===== src/rtl/pipeline_pkg.sv =====
// Shared pipeline definitions: default widths, the NOP encoding and the
// fetch-stage state encoding.
package pipeline_pkg;

  localparam int PIPE_ADDR_W = 10;
  localparam int PIPE_DATA_W = 32;

  localparam logic [31:0] NOP = 32'h0;

  typedef enum logic [1:0] {
    BOOT = 2'd0,
    RUN  = 2'd1,
    HOLD = 2'd2
  } fetch_state_t;

endpackage


===== src/rtl/fetch_controller.sv =====
// Instruction fetch stage: drives a 1-cycle synchronous instruction ROM and
// presents one instruction per clock to IF/ID, with stall hold and branch redirect.
module fetch_controller
  import pipeline_pkg::*;
#(
  parameter int ADDR_W   = PIPE_ADDR_W,
  parameter int DATA_W   = PIPE_DATA_W,
  parameter int RESET_PC = 0
) (
  input  logic              clka,
  input  logic              rst_n,
  input  logic              stall,
  input  logic              branch_taken,
  input  logic [ADDR_W-1:0] branch_target,
  output logic              rom_ena,
  output logic [ADDR_W-1:0] rom_addra,
  input  logic [DATA_W-1:0] rom_douta,
  output logic [DATA_W-1:0] instr,
  output logic [ADDR_W-1:0] instr_pc,
  output logic              instr_valid
);

  localparam logic [ADDR_W-1:0] BOOT_PC = ADDR_W'(RESET_PC);
  localparam logic [ADDR_W-1:0] PC_ONE  = ADDR_W'(1);
  localparam logic [DATA_W-1:0] NOP_W   = DATA_W'(NOP);

  fetch_state_t      state, state_nxt;
  logic [ADDR_W-1:0] pc, pc_nxt;
  logic [ADDR_W-1:0] fetch_pc, fetch_pc_nxt;
  logic [ADDR_W-1:0] hold_pc, hold_pc_nxt;
  logic [DATA_W-1:0] hold_instr, hold_instr_nxt;

  always_comb begin
    // NOTE: every output of this block gets a default first, so no path
    // through the case below can infer a latch.
    state_nxt      = state;
    pc_nxt         = pc;
    fetch_pc_nxt   = fetch_pc;
    hold_pc_nxt    = hold_pc;
    hold_instr_nxt = hold_instr;
    rom_ena        = 1'b0;
    rom_addra      = pc;
    instr          = NOP_W;
    instr_pc       = fetch_pc;
    instr_valid    = 1'b0;

    case (state)
      BOOT: begin
        // Redirects are ignored until the first real fetch is in flight.
        rom_ena      = 1'b1;
        rom_addra    = BOOT_PC;
        instr_pc     = BOOT_PC;
        pc_nxt       = BOOT_PC + PC_ONE;
        fetch_pc_nxt = BOOT_PC;
        state_nxt    = RUN;
      end
      default: begin
        if (branch_taken) begin
          // The instruction in flight is wrong-path: squash it to a bubble.
          rom_ena      = 1'b1;
          rom_addra    = branch_target;
          pc_nxt       = branch_target + PC_ONE;
          fetch_pc_nxt = branch_target;
          state_nxt    = RUN;
        end else begin
          instr_valid = 1'b1;
          if (state == RUN) begin
            instr    = rom_douta;
            instr_pc = fetch_pc;
          end else begin
            instr    = hold_instr;
            instr_pc = hold_pc;
          end

          if (stall) begin
            // ROM output is only trustworthy for one cycle, so park it locally.
            if (state == RUN) begin
              hold_instr_nxt = rom_douta;
              hold_pc_nxt    = fetch_pc;
            end
            state_nxt = HOLD;
          end else begin
            rom_ena      = 1'b1;
            rom_addra    = pc;
            pc_nxt       = pc + PC_ONE;
            fetch_pc_nxt = pc;
            state_nxt    = RUN;
          end
        end
      end
    endcase
  end

  always_ff @(posedge clka) begin
    // NOTE: sequential state uses non-blocking assignments so every register
    // samples the pre-edge values regardless of statement order.
    if (!rst_n) begin
      state      <= BOOT;
      pc         <= BOOT_PC;
      fetch_pc   <= BOOT_PC;
      hold_instr <= '0;
      hold_pc    <= '0;
    end else begin
      state      <= state_nxt;
      pc         <= pc_nxt;
      fetch_pc   <= fetch_pc_nxt;
      hold_instr <= hold_instr_nxt;
      hold_pc    <= hold_pc_nxt;
    end
  end

endmodule


===== config.mk =====
export PLATFORM = sky130hd
export DESIGN_NAME = fetch_controller
export DESIGN_NICKNAME = d
export VERILOG_FILES = /design/src/rtl/pipeline_pkg.sv /design/src/rtl/fetch_controller.sv
export SDC_FILE = /design/constraint.sdc
export NUM_CORES = 1
export LEC_CHECK = 0
export CAP_MARGIN = 20
export CELL_PAD_IN_SITES_DETAIL_PLACEMENT = 2
export CELL_PAD_IN_SITES_GLOBAL_PLACEMENT = 2
export CORE_MARGIN = 2
export CORE_UTILIZATION = 24
export CTS_CLUSTER_DIAMETER = 200
export CTS_CLUSTER_SIZE = 24
export DETAILED_ROUTE_END_ITERATION = 8
export PLACE_DENSITY_LB_ADDON = 0.15
export REMOVE_ABC_BUFFERS = 1
export SYNTH_ARGS = -nofsm -noshare
export SYNTH_HDL_FRONTEND = slang
export SYNTH_SLANG_ARGS = --single-unit

===== constraint.sdc =====
create_clock -name clka -period 2.69 [get_ports clka]
set_clock_uncertainty 0.1 [all_clocks]
set_input_delay 0.6725 -clock clka [delete_from_list [all_inputs] [get_ports clka]]
set_output_delay 0.6725 -clock clka [all_outputs]
set_load 0.01 [all_outputs]

After elaboration in Yosys (flattened, before gate mapping)
Cells that the tools add are included.
Storage, ports and cells
  bits in registers: 64
  output and inout port bits: 54
  input bits: 46
  word-level logic and storage cells: 40
Operators by class
  reduce and logical (&&, ||, !) cells: 4
  muxes and demuxes: 21
  bitwise logic cells: 3
  equality and inequality tests: 3
  add/sub/neg operators: 2
Operators with widths (count)
  2-to-1 mux 32 bit: 3
  2-to-1 mux 10 bit: 9
  adder 10 x 1 -> 10 bit, second input constant: 2
  2-to-1 mux 1 bit: 8
  inequality test 3 x 1 -> 1 bit, second input constant: 1
  NOT 1 bit: 3
  AND reduction 3 bit: 1
  OR reduction 3 bit: 1
  == test 2 x 1 -> 1 bit, second input constant: 1
  zero test 2 bit: 1
  2-to-1 mux 2 bit: 1
  inequality test 2 x 1 -> 1 bit, second input constant: 1
  OR reduction 2 bit: 1

Logic depth before layout (Yosys ltp)
  depth after elaboration: 4
  mapped depth: 11
  gate-level depth less buffers: 8

Worst setup path after synthesis
No wires, ideal clock.
  path type: input port to flip-flop
  start: input port branch_taken
  end: register pc[6]
  setup time: 0.079 ns
  arrival time: 2.451 ns
  data required time: 2.511 ns
  stages on the path: 11
  path buffers: 3
  slack: 0.059 ns
  cells stage by stage: buf_6 > buf_2 > buf_2 > mux2i_1 > inv_1 > ha_1 > inv_1 > a2111oi_1 > xor2_1 > nor2_1 > a211oi_2
Between the ends
  word-level cells in the longest chain between the ends: 1
  elaborated cells on any way between the ends: 2
  classes of those cells: eq/ne: 1; mux: 1
RTL lines
  start: declaration: RTL line fetch_controller.sv:13  | input logic branch_taken,
  inequality test 2 x 1 -> 1 bit (no source line) / 2-to-1 mux 10 bit (equally long branches)
  end signal: assignment: RTL line fetch_controller.sv:105  | pc <= pc_nxt;
  end: declaration: RTL line fetch_controller.sv:28  | logic [ADDR_W-1:0] pc, pc_nxt;
Parallel ways exist; a longest one is shown, timed or not.
A chain may end at the register's enable or synchronous reset.

Worst setup path after layout
  start: input port stall
  end: output port rom_ena
Between the ends
  word-level cells in the longest chain between the ends: 3
RTL lines
  start: declaration: RTL line fetch_controller.sv:12  | input logic stall,
  2-to-1 mux 1 bit: RTL line fetch_controller.sv:75  | if (stall) begin
  2-to-1 mux 1 bit: RTL line fetch_controller.sv:58  | if (branch_taken) begin
  2-to-1 mux 1 bit: RTL line fetch_controller.sv:47  | case (state)
  end: declaration: RTL line fetch_controller.sv:15  | output logic rom_ena,
No other way between the ends.

==> impl_metrics.env <==
export IMPL_synth_xor_area_share_pct=3.33
export IMPL_grt_usage_pct=17.9
export IMPL_internal_power_mw=1.92
export IMPL_grt_pass1_wl_um=20000
export IMPL_irDropWorstVdd_mv=0.262
export IMPL_fmax_mhz=381
export IMPL_syn_area_um2=3160
export IMPL_antenna_found_initial=0
export IMPL_ios=100
export IMPL_initial_core_util_pct=24.8
export IMPL_dpl_cell_area_um2=4640
export IMPL_max_slew_worst_pin_slew_ns=0.499
export IMPL_hold_viol=0
export IMPL_hpwl_um=8350
export IMPL_coreArea_um2=12700
export IMPL_power_density_nw_per_um2=527
export IMPL_fin_util_pct=39.1
export IMPL_pwr_share_seq_pct=38.6
export IMPL_ys_ff_latch=64
export IMPL_worstSetupStartpointType="input pin"
export IMPL_clkTransAtPathRegs_ns=0.05
export IMPL_fin_nets=547
export IMPL_area_growth_pct=57.4
export IMPL_setup_worst_path_start="stall"
export IMPL_end_kind="output port"
export IMPL_grt_pass1_vias=3669
export IMPL_finalInstanceArea_um2=4970
export IMPL_drt_wl_total_um=12200
export IMPL_cap_violations=0
export IMPL_layout_drive_gt1_share_pct=17.4
export IMPL_critPathMaxFanout=2
export IMPL_root_buffer="clkbuf_16"
export IMPL_yosysUniqueCellTypes=44
export IMPL_synth_seq_area_share_pct=40.6
export IMPL_hold_slack_ns=0.357
export IMPL_worstReg2RegStart="pc[0]"
export IMPL_setup_violations=0
export IMPL_netSwitchingPower_mw=0.699
export IMPL_firstDrtPassIters=4
export IMPL_synth_top_family_by_area="compound AO/OA/AOI/OAI gates"
export IMPL_cts_buffers=9
export IMPL_finalSetupTns_ns=0
export IMPL_synth_fa_ha_area_share_pct=0.396
export IMPL_cts_buffer_depth=2
export IMPL_grt_max_degree=34
export IMPL_num_rows=41
export IMPL_status="completed"
export IMPL_wire_per_inst_um=18.0
export IMPL_worstPathRequired_ns=1.92
export IMPL_synth_simple_area_share_pct=17.3
export IMPL_antenna_cells=0
export IMPL_synth_area_leaders="dfxtp_1 (41%), a22o_1 (12%), a22oi_1 (7.8%)"
export IMPL_synth_top_cell_area_share_pct=40.6
export IMPL_syn_area_per_cell_um2=8.66
export IMPL_crit_arrival_ns=1.85
export IMPL_pwr_share_clk_pct=43.7
export IMPL_die_h_um=119
export IMPL_vias_per_cell=4.84
export IMPL_dieWidth_um=119
export IMPL_slew_violations=0
export IMPL_path_cells="clkdlybuf4s50_1 > and2b_1 > o21ai_1 > clkdlybuf4s15_1"
export IMPL_hp_class="register to register"
export IMPL_sw_frac_of_total_pct=26.7
export IMPL_fp_dieArea_um2=14100
export IMPL_hp_start="hold_pc[7]"
export IMPL_gp_congestion=0.799
export IMPL_clock_latency_ns=0.34
export IMPL_finalPower_mw=2.62
export IMPL_synth_mux_area_share_pct=3.17
export IMPL_path_delay_family="buffers and inverters"
export IMPL_clock_sinks=64
export IMPL_drc_errors=0
export IMPL_power_leakage_nw=2.20
export IMPL_yosys_area_top_type="dfxtp_1"
export IMPL_h_tree_depth=3
export IMPL_cts_tree="done"
export IMPL_fin_crit_ns=2.62
export IMPL_vias=3275
export IMPL_worstSetupPathType="input pin to output port"
export IMPL_synth_compound_area_share_pct=30.1
export IMPL_power_frac_comb_pct=17.7
export IMPL_hold_buffers=0
export IMPL_slew_headroom_pct=66.6
export IMPL_slowest_delay_ns=0.49
export IMPL_worst_path_buf_inv=2
export IMPL_syn_instance_count=365
export IMPL_ys_warn_count=0
export IMPL_fin_crit_sh_pct=97.5
export IMPL_ant_nets=0
export IMPL_gr_total_overflow=0
export IMPL_io_buffers=99
export IMPL_drtIter0Drc=182
export IMPL_crit_slowest_cell="clkdlybuf4s50_1"
-- per-layer routing --
layer  wire length (um)  up-vias  track usage, %
met5                  0        -               0
met4                195        0            6.70
met3                350       12            3.19
met2               6120       54            30.2
met1               5550     1600            22.8
li1                   -     1609               -
-- cells in the mapped netlist (all sizes together) --
cell	count
nand2	33
and2b	1
o22ai	1
a211oi	13
a22oi	33
a222oi	1
a21boi	11
nor2b	2
nand3b	1
a2111oi	1
o21a	2
clkbuf	19
o31ai	1
mux2i	10
a21oi	5
nand4	3
xor2	5
a22o	42
o21ai	5
o311a	1
xnor2	7
and3	1
nor3b	1
nor2	62
inv	3
nand2b	5
buf	15
dfxtp	64
ha	1
nand4b	3
o311ai	1
and2	3
o211ai	1
a221oi	2
nor4	1
nand3	4
a21o	1
-- placed cells by master, fill, tap and decap left out, types with 3 or more instances in the layout --
master	synthesis	routed
dfxtp_1	64	62
dlygate4sd2_1	0	49
and2_1	3	3
nand2_1	33	33
buf_12	0	4
a22oi_1	33	33
buf_4	0	54
clkbuf_8	0	3
clkbuf_2	0	3
a21boi_1	11	11
nor2_1	62	60
a21oi_1	5	5
nand3_1	4	4
clkdlybuf4s50_1	0	45
a22o_1	42	42
xnor2_1	7	7
mux2i_1	10	8
clkbuf_16	0	9
inv_1	3	3
o21ai_0	4	3
nand2b_1	5	5
xor2_1	5	5
a211oi_1	12	12
-- through the flow --
step                      setup slack, ns  std cells
after floorplan                    -0.426        331
after global placement             -0.200        653
after detailed placement           -0.225        653
after CTS                          0.0600        673
after global routing             -0.00551        677
final                              0.0682        677
-- cell families after synthesis --
kind of cell	Yosys count
buffers and inverters	37
DFF	64
AOI/OAI and AO/OA	121
muxes	10
xor gates and xnor gates	12
and+or+nand+nor	120
adders and majority gates	1
-- worst register-to-register path, delay by kind of cell (launching register included) --
family / cells / cell delay, ns
buffers and inverters: 2 / 0.14
xor gates and xnor gates: 1 / 0.20
DFF: 1 / 0.39
AOI/OAI and AO/OA: 2 / 0.70
and+or+nand+nor: 1 / 0.08
adders and majority gates: 1 / 0.19
muxes: 1 / 0.12
-- sequential cells by signal (all words and copies together) (netlist names) --
name / count
fetch_pc: 10
hold_instr: 32
hold_pc: 10
pc: 10
state: 2
-- final timing paths --
| check | end | slack (ns) | cells past startpoint |
|---|---|---|---|
| hold / removal | hold_pc[7] | 0.36 | 2 |
| setup / recovery | rom_ena | 0.07 | 4 |
| hold reg to reg | hold_pc[7] | 0.36 | 2 |
| setup reg to reg | pc[6] | 0.69 | 8 |
-- power groups by stage --
stage                     logic [mW]  clock network [mW]  registers (mW)
after floorplan                0.173                   0            1.02
after global placement         0.458                   0            1.03
after detailed placement       0.467                   0            1.03
after CTS                      0.465                1.17            1.01
after global routing           0.507                1.22            1.02
final                          0.464                1.14            1.01
-- timing repair --
item | CTS | global route
pin swaps | 0 | 3
cloned | 1 | 0
resized for setup | 64 | 7
endpoints found under the hold margin | 0 | 0
endpoints found under the setup margin | 54 | 15
setup buffers | 3 | 4
-- layout make-up --
type / instances / area [um^2]
fillers: 1473 / 7750
multi-input cells: 264 / 1740
repair buffers: 158 / 1440
flip-flops and latches: 64 / 1290
clock buffers: 14 / 274
well taps: 172 / 215
clock inverters: 2 / 12.5
inverters: 3 / 11.3
No activity file was read; power rests on OpenSTA's default activity.
